===== src/rtl/mips_pkg.sv =====
// Shared types and defaults for the MIPS program-counter stage.
package mips_pkg;

    typedef enum logic [1:0] {
        RUN    = 2'd0,
        DELAY  = 2'd1,
        HALTED = 2'd2
    } pc_state_t;

    localparam logic [31:0] RESET_VECTOR_DEFAULT = 32'hBFC0_0000;
    localparam logic [31:0] HALT_ADDR_DEFAULT    = 32'h0000_0000;
    localparam logic [31:0] LINK_OFFSET          = 32'd8;
    localparam logic [31:0] INSTR_BYTES          = 32'd4;

endpackage


===== src/rtl/mips_branch_target.sv =====
// Conditional-branch target: PC + 4 + (sign-extended word offset), wrapping mod 2^32.
module mips_branch_target
    import mips_pkg::*;
(
    input  logic [31:0] pc,
    input  logic [15:0] offset,
    output logic [31:0] target
);

    logic [31:0] offset_bytes;

    assign offset_bytes = {{14{offset[15]}}, offset, 2'b00};
    assign target       = pc + INSTR_BYTES + offset_bytes;

endmodule


===== src/rtl/mips_pc_unit.sv =====
// Program counter with one branch delay slot and halt-on-jump-to-HALT_ADDR.
// Optional misaligned-target trap is compiled in with `define MIPS_PC_ALIGN_CHECK_EN.
module mips_pc_unit
    import mips_pkg::*;
#(
    parameter logic [31:0] RESET_VECTOR = RESET_VECTOR_DEFAULT,
    parameter logic [31:0] HALT_ADDR    = HALT_ADDR_DEFAULT
) (
    input  logic        clk,
    input  logic        reset,
    input  logic        clk_enable,
    input  logic        stall,
    input  logic        jump_req,
    input  logic [31:0] jump_target,
    input  logic        branch_req,
    input  logic [15:0] branch_offset,
    output logic [31:0] instr_address,
    output logic [31:0] link_addr,
    output logic        in_delay_slot,
    output logic        active,
    output logic        addr_error
);

    // State moves only when adv is high: clk_enable=1 and stall=0, reset taking priority.
    logic        adv;
    logic [31:0] pc_q, pc_d;
    logic [31:0] pending_q, pending_d;
    pc_state_t   state_q, state_d;
    logic [31:0] branch_target;

    assign adv = clk_enable & ~stall & ~reset;

    mips_branch_target u_branch_target (
        .pc     (pc_q),
        .offset (branch_offset),
        .target (branch_target)
    );

`ifdef MIPS_PC_ALIGN_CHECK_EN
    logic addr_error_q, addr_error_d;
`endif

    always_comb begin
        pc_d      = pc_q;
        pending_d = pending_q;
        state_d   = state_q;
`ifdef MIPS_PC_ALIGN_CHECK_EN
        addr_error_d = addr_error_q;
`endif
        if (adv) begin
            case (state_q)
                RUN: begin
                    pc_d = pc_q + INSTR_BYTES;
                    if (jump_req) begin
                        pending_d = jump_target;
                        state_d   = DELAY;
                    end else if (branch_req) begin
                        pending_d = branch_target;
                        state_d   = DELAY;
                    end
                end
                DELAY: begin
`ifdef MIPS_PC_ALIGN_CHECK_EN
                    if (pending_q[1:0] != 2'b00) begin
                        addr_error_d = 1'b1;
                        pc_d         = HALT_ADDR;
                        state_d      = HALTED;
                    end else if (pending_q == HALT_ADDR) begin
                        pc_d    = HALT_ADDR;
                        state_d = HALTED;
                    end else begin
                        pc_d    = pending_q;
                        state_d = RUN;
                    end
`else
                    if (pending_q == HALT_ADDR) begin
                        pc_d    = HALT_ADDR;
                        state_d = HALTED;
                    end else begin
                        // Low target bits are dropped rather than trapped in this build.
                        pc_d    = {pending_q[31:2], 2'b00};
                        state_d = RUN;
                    end
`endif
                end
                HALTED: begin
                    pc_d = HALT_ADDR;
                end
                default: begin
                    state_d = RUN;
                end
            endcase
        end
    end

    always_ff @(posedge clk) begin
        if (reset) begin
            pc_q      <= RESET_VECTOR;
            pending_q <= 32'h0;
            state_q   <= RUN;
        end else begin
            pc_q      <= pc_d;
            pending_q <= pending_d;
            state_q   <= state_d;
        end
    end

`ifdef MIPS_PC_ALIGN_CHECK_EN
    always_ff @(posedge clk) begin
        if (reset) begin
            addr_error_q <= 1'b0;
        end else begin
            addr_error_q <= addr_error_d;
        end
    end
    assign addr_error = addr_error_q;
`else
    assign addr_error = 1'b0;
`endif

    assign instr_address = pc_q;
    assign link_addr     = pc_q + LINK_OFFSET;
    assign in_delay_slot = (state_q == DELAY);
    assign active        = (state_q != HALTED);

endmodule

===== config.mk =====
export PLATFORM = sky130hd
export DESIGN_NAME = mips_pc_unit
export DESIGN_NICKNAME = d
export VERILOG_FILES = /design/src/rtl/mips_pkg.sv /design/src/rtl/mips_branch_target.sv /design/src/rtl/mips_pc_unit.sv
export SDC_FILE = /design/constraint.sdc
export NUM_CORES = 1
export LEC_CHECK = 0
export ABC_AREA = 1
export ABC_CLOCK_PERIOD_IN_PS = 3470
export CORE_MARGIN = 2
export CORE_UTILIZATION = 30
export DETAILED_ROUTE_END_ITERATION = 10
export GPL_ROUTABILITY_DRIVEN = 0
export GPL_TIMING_DRIVEN = 0
export PLACE_DENSITY = 0.5
export SYNTH_ARGS = -nofsm -noshare
export SYNTH_HDL_FRONTEND = slang
export SYNTH_SLANG_ARGS = --single-unit

===== constraint.sdc =====
create_clock -name clk -period 3.47 [get_ports clk]
set_input_delay 0.694 -clock clk [delete_from_list [all_inputs] [get_ports clk]]
set_output_delay 0.694 -clock clk [all_outputs]
set_load 0.1 [all_outputs]

==> summary.txt, run 1 <==
Critical path capture point type: output port
Placed cell area: 0.008194 sq mm
Initial detailed-routing violation count: 563
Clock-pin slew on the worst setup and hold paths: 50 ps
Post-synthesis async set-or-reset flop share: 0%
Root Driver: clkbuf_16
Total GRT Usage: 22.12%
Core area: 0.02082 sq mm
RSZ-0062 raised after global routing: false
Crit path kind: reg -> out
P&R area growth vs syn: 35.54%
Final worst slack: 87.07 ps
Mapped Cells: 1038
Worst vdd ir: 0.0002199 V
Status: completed
Critical Path RT: 2780 ps
Drt wl/cell: 16.81 um
Die area: 0.02224 sq mm
Die width: 149.1 um
Worst slew pin tran: 973.6 ps
Clock latency on the worst-skew pair: 340 ps
PD cells: 325.6 mW/mm^2
Met2 Usage GRT: 34.24%
Ports: 121
Met1 Use GR: 31.76%
Worst slack, placed: -379.4 ps
Met3 GRT Util: 2.813%
Global-route wire length before repair: 36850 um
Largest net degree at the start of global routing: 23
HP Class: reg -> reg
Max-slew violations: 0
Layout Nets: 1264
Number of max-cap violations: 0
Pre-antenna DRT Iters: 5
Ys Warns: 0
Clk buf depth: 2
Vias in the first global route: 6469
Final number of hold-violating endpoints: 0
Antenna fix cells: 0
Post-synthesis register bit count: 64
Kind of start point of the critical path: register
Die Y: 149.1 um
Worst slew margin: 34.89%
Total number of vias: 6918
Layout cell share with drive strength beyond 1: 12.45%
Tmin final: 3383 ps
Crit path arrival time: 2690 ps
Post-DRT Antenna Nets: 0
H-tree levels: 3
Starting density of the core: 30.34%
Overflow after GRT: 0
Mapped Avg Cell Area: 6.087 sq um
CP Max Fanout: 5
Leakage power: 3.874 nW
Drc violations: 0
Setup TNS: 0 ps
Fmax achieved: 295.6 MHz
Library cells used by synthesis: 46
Design area: 0.008564 sq mm
Clk_skew: 7.907 ps
Drt total wl: 24340 um
Final Cycle Share: 97.49%
EDFF count, synth: 0
Hold Worst Slack: 471.9 ps
Port Buffers: 115
Top FF cell, synth: dfxtp_1
Rows: 53
Antenna violations before repair: 0
GR peak layer: met2
Via density: 4.778
Final setup viols: 0
Num CTS Buffers: 9
CTS Sinks: 64
DP HPWL: 20600 um
Syn Std Cell Area: 0.006319 sq mm
Post-route core utilization: 41.13%
CTS tree: built
Sequential-to-total area share from yosys stat: 20.28%
-- cell usage in the layout (no fill, tap or decap), types with 23 or more instances in the layout --
master and count:
nand2_1 296, inv_1 119, clkdlybuf4s50_1 93, nor2_1 91, a21oi_1 79, nand3_1 75
dfxtp_1 45, ha_1 41, o21ai_0 37, xor2_1 33, clkbuf_1 23
-- area by class of cell --
type	count	area, sq um
inverters	129	488.0
clock inverters	2	35.03
flip-flops and latches	64	1313
multi-input cells	806	4755
fillers	2283	12260
repair buffers	115	1140
plain buffers	43	206.4
well taps	275	344.1
clock buffers	14	284.0
-- routing by layer --
metal	vias up	share of wire [%]
li1	3605	-
met1	3089	48
met2	195	43
met3	29	5.6
met4	0	2.6
met5	-	0
-- cells in the mapped netlist, types with 8 or more instances --
cell type	count	area [sq um]
nand2_2	9	56.30
a31oi_1	16	100.1
nor2_1	94	352.8
nor2_2	8	50.05
nor4_1	10	62.56
nand4_1	12	75.07
buf_2	11	55.05
inv_1	120	450.4
dfxtp_1	64	1281
ha_1	41	513.0
clkbuf_1	22	82.58
xor2_1	57	499.2
o21ai_0	37	185.2
nand3_1	76	380.4
a21oi_1	81	405.4
a221oi_1	8	70.07
nand2_1	296	1111
-- state kept, by name, summed over array words and instances (netlist names) --
signal / cells
instr_address: 30
state_q: 2
pending_q: 32
-- worst max-delay path: stages (launching register included) --
cell,delay (ps)
dfxtp_4,380
ha_1,210
inv_1,80
nor2_4,230
nand2_4,150
nor3_1,570
xor2_4,160
clkdlybuf4s15_2,560
-- final timing paths --
kind                                        from            end  slack (ps)  cells after the start
worst min-delay path                pending_q[1]   pending_q[1]         470                      2
worst min register to register      pending_q[1]   pending_q[1]         470                      2
worst max register to register  instr_address[4]  pending_q[29]         320                     17
worst max-delay path            instr_address[4]  link_addr[27]          90                      7
-- through the flow --
step | power, mW | instances
floorplan | 1.528 | 1042
global placement | 1.831 | 1432
detailed placement | 1.829 | 1432
CTS | 2.799 | 1448
global route | 2.925 | 1448
finish | 2.789 | 1448
-- power breakdown --
part | leakage (nW) | internal, mW | switching [mW]
Combinational | 3.18 | 0.302 | 0.694
Sequential | 0.531 | 0.770 | 0.0518
Clock | 0.159 | 0.634 | 0.337
-- kinds of logic (layout without fill, tap and decap cells) --
group | Yosys count | in the layout | synth area share [%]
multiplexers | 1 | 1 | 0.1584
AND/OR/NAND/NOR | 528 | 528 | 35.96
other | 1 | 5 | 0.05935
AO/OA/AOI/OAI | 166 | 166 | 15.19
flip-flops | 64 | 64 | 20.28
XOR/XNOR | 64 | 64 | 8.990
adder cells (fa/ha/maj) | 42 | 42 | 8.436
buffers and inverters | 172 | 303 | 10.93
-- what timing repair did --
action                     CTS  global route
gates resized for setup     60            18
setup endpoints to repair   22            17
hold buffers                 0             0
setup buffers                0             0
No activity file was read; power rests on OpenSTA's default activity.
==> run 2, diff against run 1 <==
--- a/config.mk
+++ b/config.mk
@@ -13,6 +13,7 @@
 export GPL_ROUTABILITY_DRIVEN = 0
 export GPL_TIMING_DRIVEN = 0
 export PLACE_DENSITY = 0.5
+export SETUP_SLACK_MARGIN = 0.15
 export SYNTH_ARGS = -nofsm -noshare
 export SYNTH_HDL_FRONTEND = slang
 export SYNTH_SLANG_ARGS = --single-unit
==> run 2 against run 1 <==
Compared with the run above: die area unchanged; hold slack got worse by 6.8 ps; critical path depth unchanged; combinational power about the same; first-iteration DRC count decreased by 14%.
==> summary.txt, run 2 (synthesized netlist as in run 1, its figures left out) <==
Critical path's most frequent cell: nand2_1
Num CTS Buffers: 9 (unchanged)
Via density: 4.844 (was 4.778)
PD cells: 320.6 mW/mm^2 (was 325.6 mW/mm^2)
Status: completed (unchanged)
Total number of vias: 7033 (was 6918)
Clk buf depth: 2 (unchanged)
P&R area growth vs syn: 37.82% (was 35.54%)
Placed cell area: 0.008279 sq mm (was 0.008194 sq mm)
Drt wl/cell: 16.84 um (was 16.81 um)
HP Start: pending_q[0] (was pending_q[1])
Placed cells: 1432 (unchanged)
Final Cycle Share: 93.58% (was 97.49%)
Buf+Inv Stages, Crit Path: 1 (was 2)
Drc violations: 0 (unchanged)
Most frequent cells in the layout: nand2_1, inv_1, clkdlybuf4s50_1 (unchanged)
Worst hold endpoint: pending_q[0] (was pending_q[1])
Sw Ratio: 39.58% (was 38.83%)
Number of max-cap violations: 0 (unchanged)
CTS Sinks: 64 (unchanged)
Crit path kind: reg -> out (unchanged)
Multi-input gate area: 0.004865 sq mm (was 0.004755 sq mm)
Fmax achieved: 307.9 MHz (was 295.6 MHz)
Max-slew violations: 0 (unchanged)
Die width: 149.1 um (unchanged)
Leakage power: 3.894 nW (was 3.874 nW)
Overflow after GRT: 0 (unchanged)
HP Class: reg -> reg (unchanged)
Worst vdd ir: 0.0002400 V (was 0.0002199 V)
Highest metal used: met4 (unchanged)
P_int: 1.687 mW (was 1.706 mW)
Core area: 0.02082 sq mm (unchanged)
Max reg flops: 32 (unchanged)
CP delay by family, top: simple AND/OR/NAND/NOR gates (unchanged)
Layout Nets: 1268 (was 1264)
Drt total wl: 24450 um (was 24340 um)
Non-Filler Instances: 1452 (was 1448)
Register with the most flip-flops: pending_q (unchanged)
Hold Crit Depth: 2 (unchanged)
Wire length on met2: 10630 um (was 10550 um)
Rows: 53 (unchanged)
Largest net degree at the start of global routing: 23 (unchanged)
Crit path arrival time: 2550 ps (was 2690 ps)
Critical path capture point type: output port (unchanged)
H-tree levels: 3 (unchanged)
Clock latency on the worst-skew pair: 350 ps (was 340 ps)
Reg2Reg Depth: 18 (was 17)
Clock network fraction of design power: 34.6% (was 34.8%)
Wire length on met1: 11920 um (was 11790 um)
Total GRT Usage: 22.13% (was 22.12%)
Most common cell after layout, fill and taps aside: nand2_1 (unchanged)
Die Y: 149.1 um (unchanged)
Final number of hold-violating endpoints: 0 (unchanged)
R2R Setup Slk: 370 ps (was 320 ps)
Vias in the first global route: 6579 (was 6469)
Flop pwr share: 29.4% (was 29.5%)
Port Buffers: 115 (unchanged)
Antenna violations before repair: 0 (unchanged)
Worst slew pin tran: 977.9 ps (was 973.6 ps)
Root Driver: clkbuf_16 (unchanged)
Critical path's slowest cell: clkdlybuf4s15_2 (was nor3_1)
Initial detailed-routing violation count: 485 (was 563)
Hold Worst Slack: 465.1 ps (was 471.9 ps)
RR Startpoint: instr_address[26] (was instr_address[4])
Pre-antenna DRT Iters: 5 (unchanged)
DP HPWL: 20590 um (was 20600 um)
Clock-pin slew on the worst setup and hold paths: 60 ps (was 50 ps)
Worst slew margin: 34.60% (was 34.89%)
Clk_skew: 7.604 ps (was 7.907 ps)
Kind of start point of the critical path: register (unchanged)
Switching Power: 1.105 mW (was 1.083 mW)
Antenna fix cells: 0 (unchanged)
RSZ-0062 raised after global routing: true (was false)
CP Max Fanout: 5 (unchanged)
Post-DRT Antenna Nets: 0 (unchanged)
Layout cell share with drive strength beyond 1: 14.61% (was 12.45%)
Comb pwr share: 36.0% (was 35.7%)
Design area: 0.008708 sq mm (was 0.008564 sq mm)
Critical Path Max Stage Delay: 560 ps (was 570 ps)
Final setup viols: 0 (unchanged)
CTS tree: built (unchanged)
Global-route wire length before repair: 37300 um (was 36850 um)
Ports: 121 (unchanged)
Critical Path RT: 2780 ps (about the same)
R2r endpoint: pending_q[31] (was pending_q[29])
Metal3 WL: 1221 um (was 1371 um)
Starting density of the core: 30.34% (unchanged)
Worst-path cell chain: nand2_1 -> nor2_1 -> nand2_1 -> nor4_2 -> nand2_2 -> xor2_4 -> clkdlybuf4s15_2 (was ha_1 -> inv_1 -> nor2_4 -> nand2_4 -> nor3_1 -> xor2_4 -> clkdlybuf4s15_2)
Die area: 0.02224 sq mm (unchanged)
Tmin final: 3247 ps (was 3383 ps)
Register area: 0.001333 sq mm (was 0.001313 sq mm)
Fillers: 2310 (was 2283)
run 2: cell types whose count changed in the layout (fill, tap and decap cells not counted), moves of 4 or more:
cell,previous run,this run
nor2_1,91,86
dfxtp_4,3,10
dfxtp_2,16,11
buf_4,6,11
nor2_4,9,13
run 2: power groups by stage:
| stage | registers [mW] | clock network [mW] | logic [mW] |
|---|---|---|---|
| floorplan | 0.934 | 0 | 0.593 |
| global route | 0.824 | 1.01 | 1.09 |
| detailed placement | 0.834 | 0 | 0.995 |
| global placement | 0.835 | 0 | 0.994 |
| CTS | 0.818 | 0.978 | 0.993 |
| finish | 0.820 | 0.966 | 1.01 |
run 2: worst register-to-register path, stage by stage (launching register included):
cell and delay [ps]:
dfxtp_1 550, nand2_1 130, nor2_1 250, nand2_1 120
nor4_2 310, nand2_1 150, xor2_2 270, ha_1 330
a21o_1 190, nor2_1 110, nand2_1 60, inv_1 50
nand2_1 60, inv_1 50, nand2_1 40, nand2_1 60
nand3_1 90, nand2_1 100, a21oi_2 50
run 2: how the worst max path moves through the flow:
stage	from	to	slack (ps)	cells after the start
CTS	instr_address[4]	link_addr[29]	80	8
finish	instr_address[26]	link_addr[30]	220	7
global route	instr_address[2]	pending_q[31]	90	21
floorplan	instr_address[3]	link_addr[20]	50	8
detailed placement	instr_address[4]	link_addr[29]	-320	8
global placement	instr_address[4]	link_addr[29]	-340	8
run 2: per-layer routing:
metal  up-vias  GRT usage (%)
li1       3611              -
met1      3151          32.10
met2       232          34.01
met3        39          2.263
met4         0          7.857
met5         -              0
run 2: cell type report:
| type | count | share of cell area (%) |
|---|---|---|
| plain buffers | 43 | 2.399 |
| clock buffers | 11 | 3.032 |
| clock inverters | 5 | 0.6034 |
| inverters | 129 | 5.603 |
| multi-input cells | 806 | 55.86 |
| flip-flops and latches | 64 | 15.30 |
| well taps | 275 | 3.951 |
| repair buffers | 119 | 13.25 |
run 2: what timing repair did:
item,CTS,global route
endpoints found under the setup margin,23,22
endpoints found under the hold margin,0,0
gates resized for setup,70,32
hold buffers,0,0
buffers inserted,0,4
run 2: through the flow:
step	setup slack, ps	utilization (%)	power [mW]	setup TNS (ps)
final	222.6	41.82	2.792	0
after global routing	92.12	41.82	2.927	0
after CTS	75.64	41.27	2.789	0
after detailed placement	-315.7	39.76	1.828	-1742
after global placement	-343.4	39.76	1.829	-1857
after floorplan	52.28	-	1.527	0
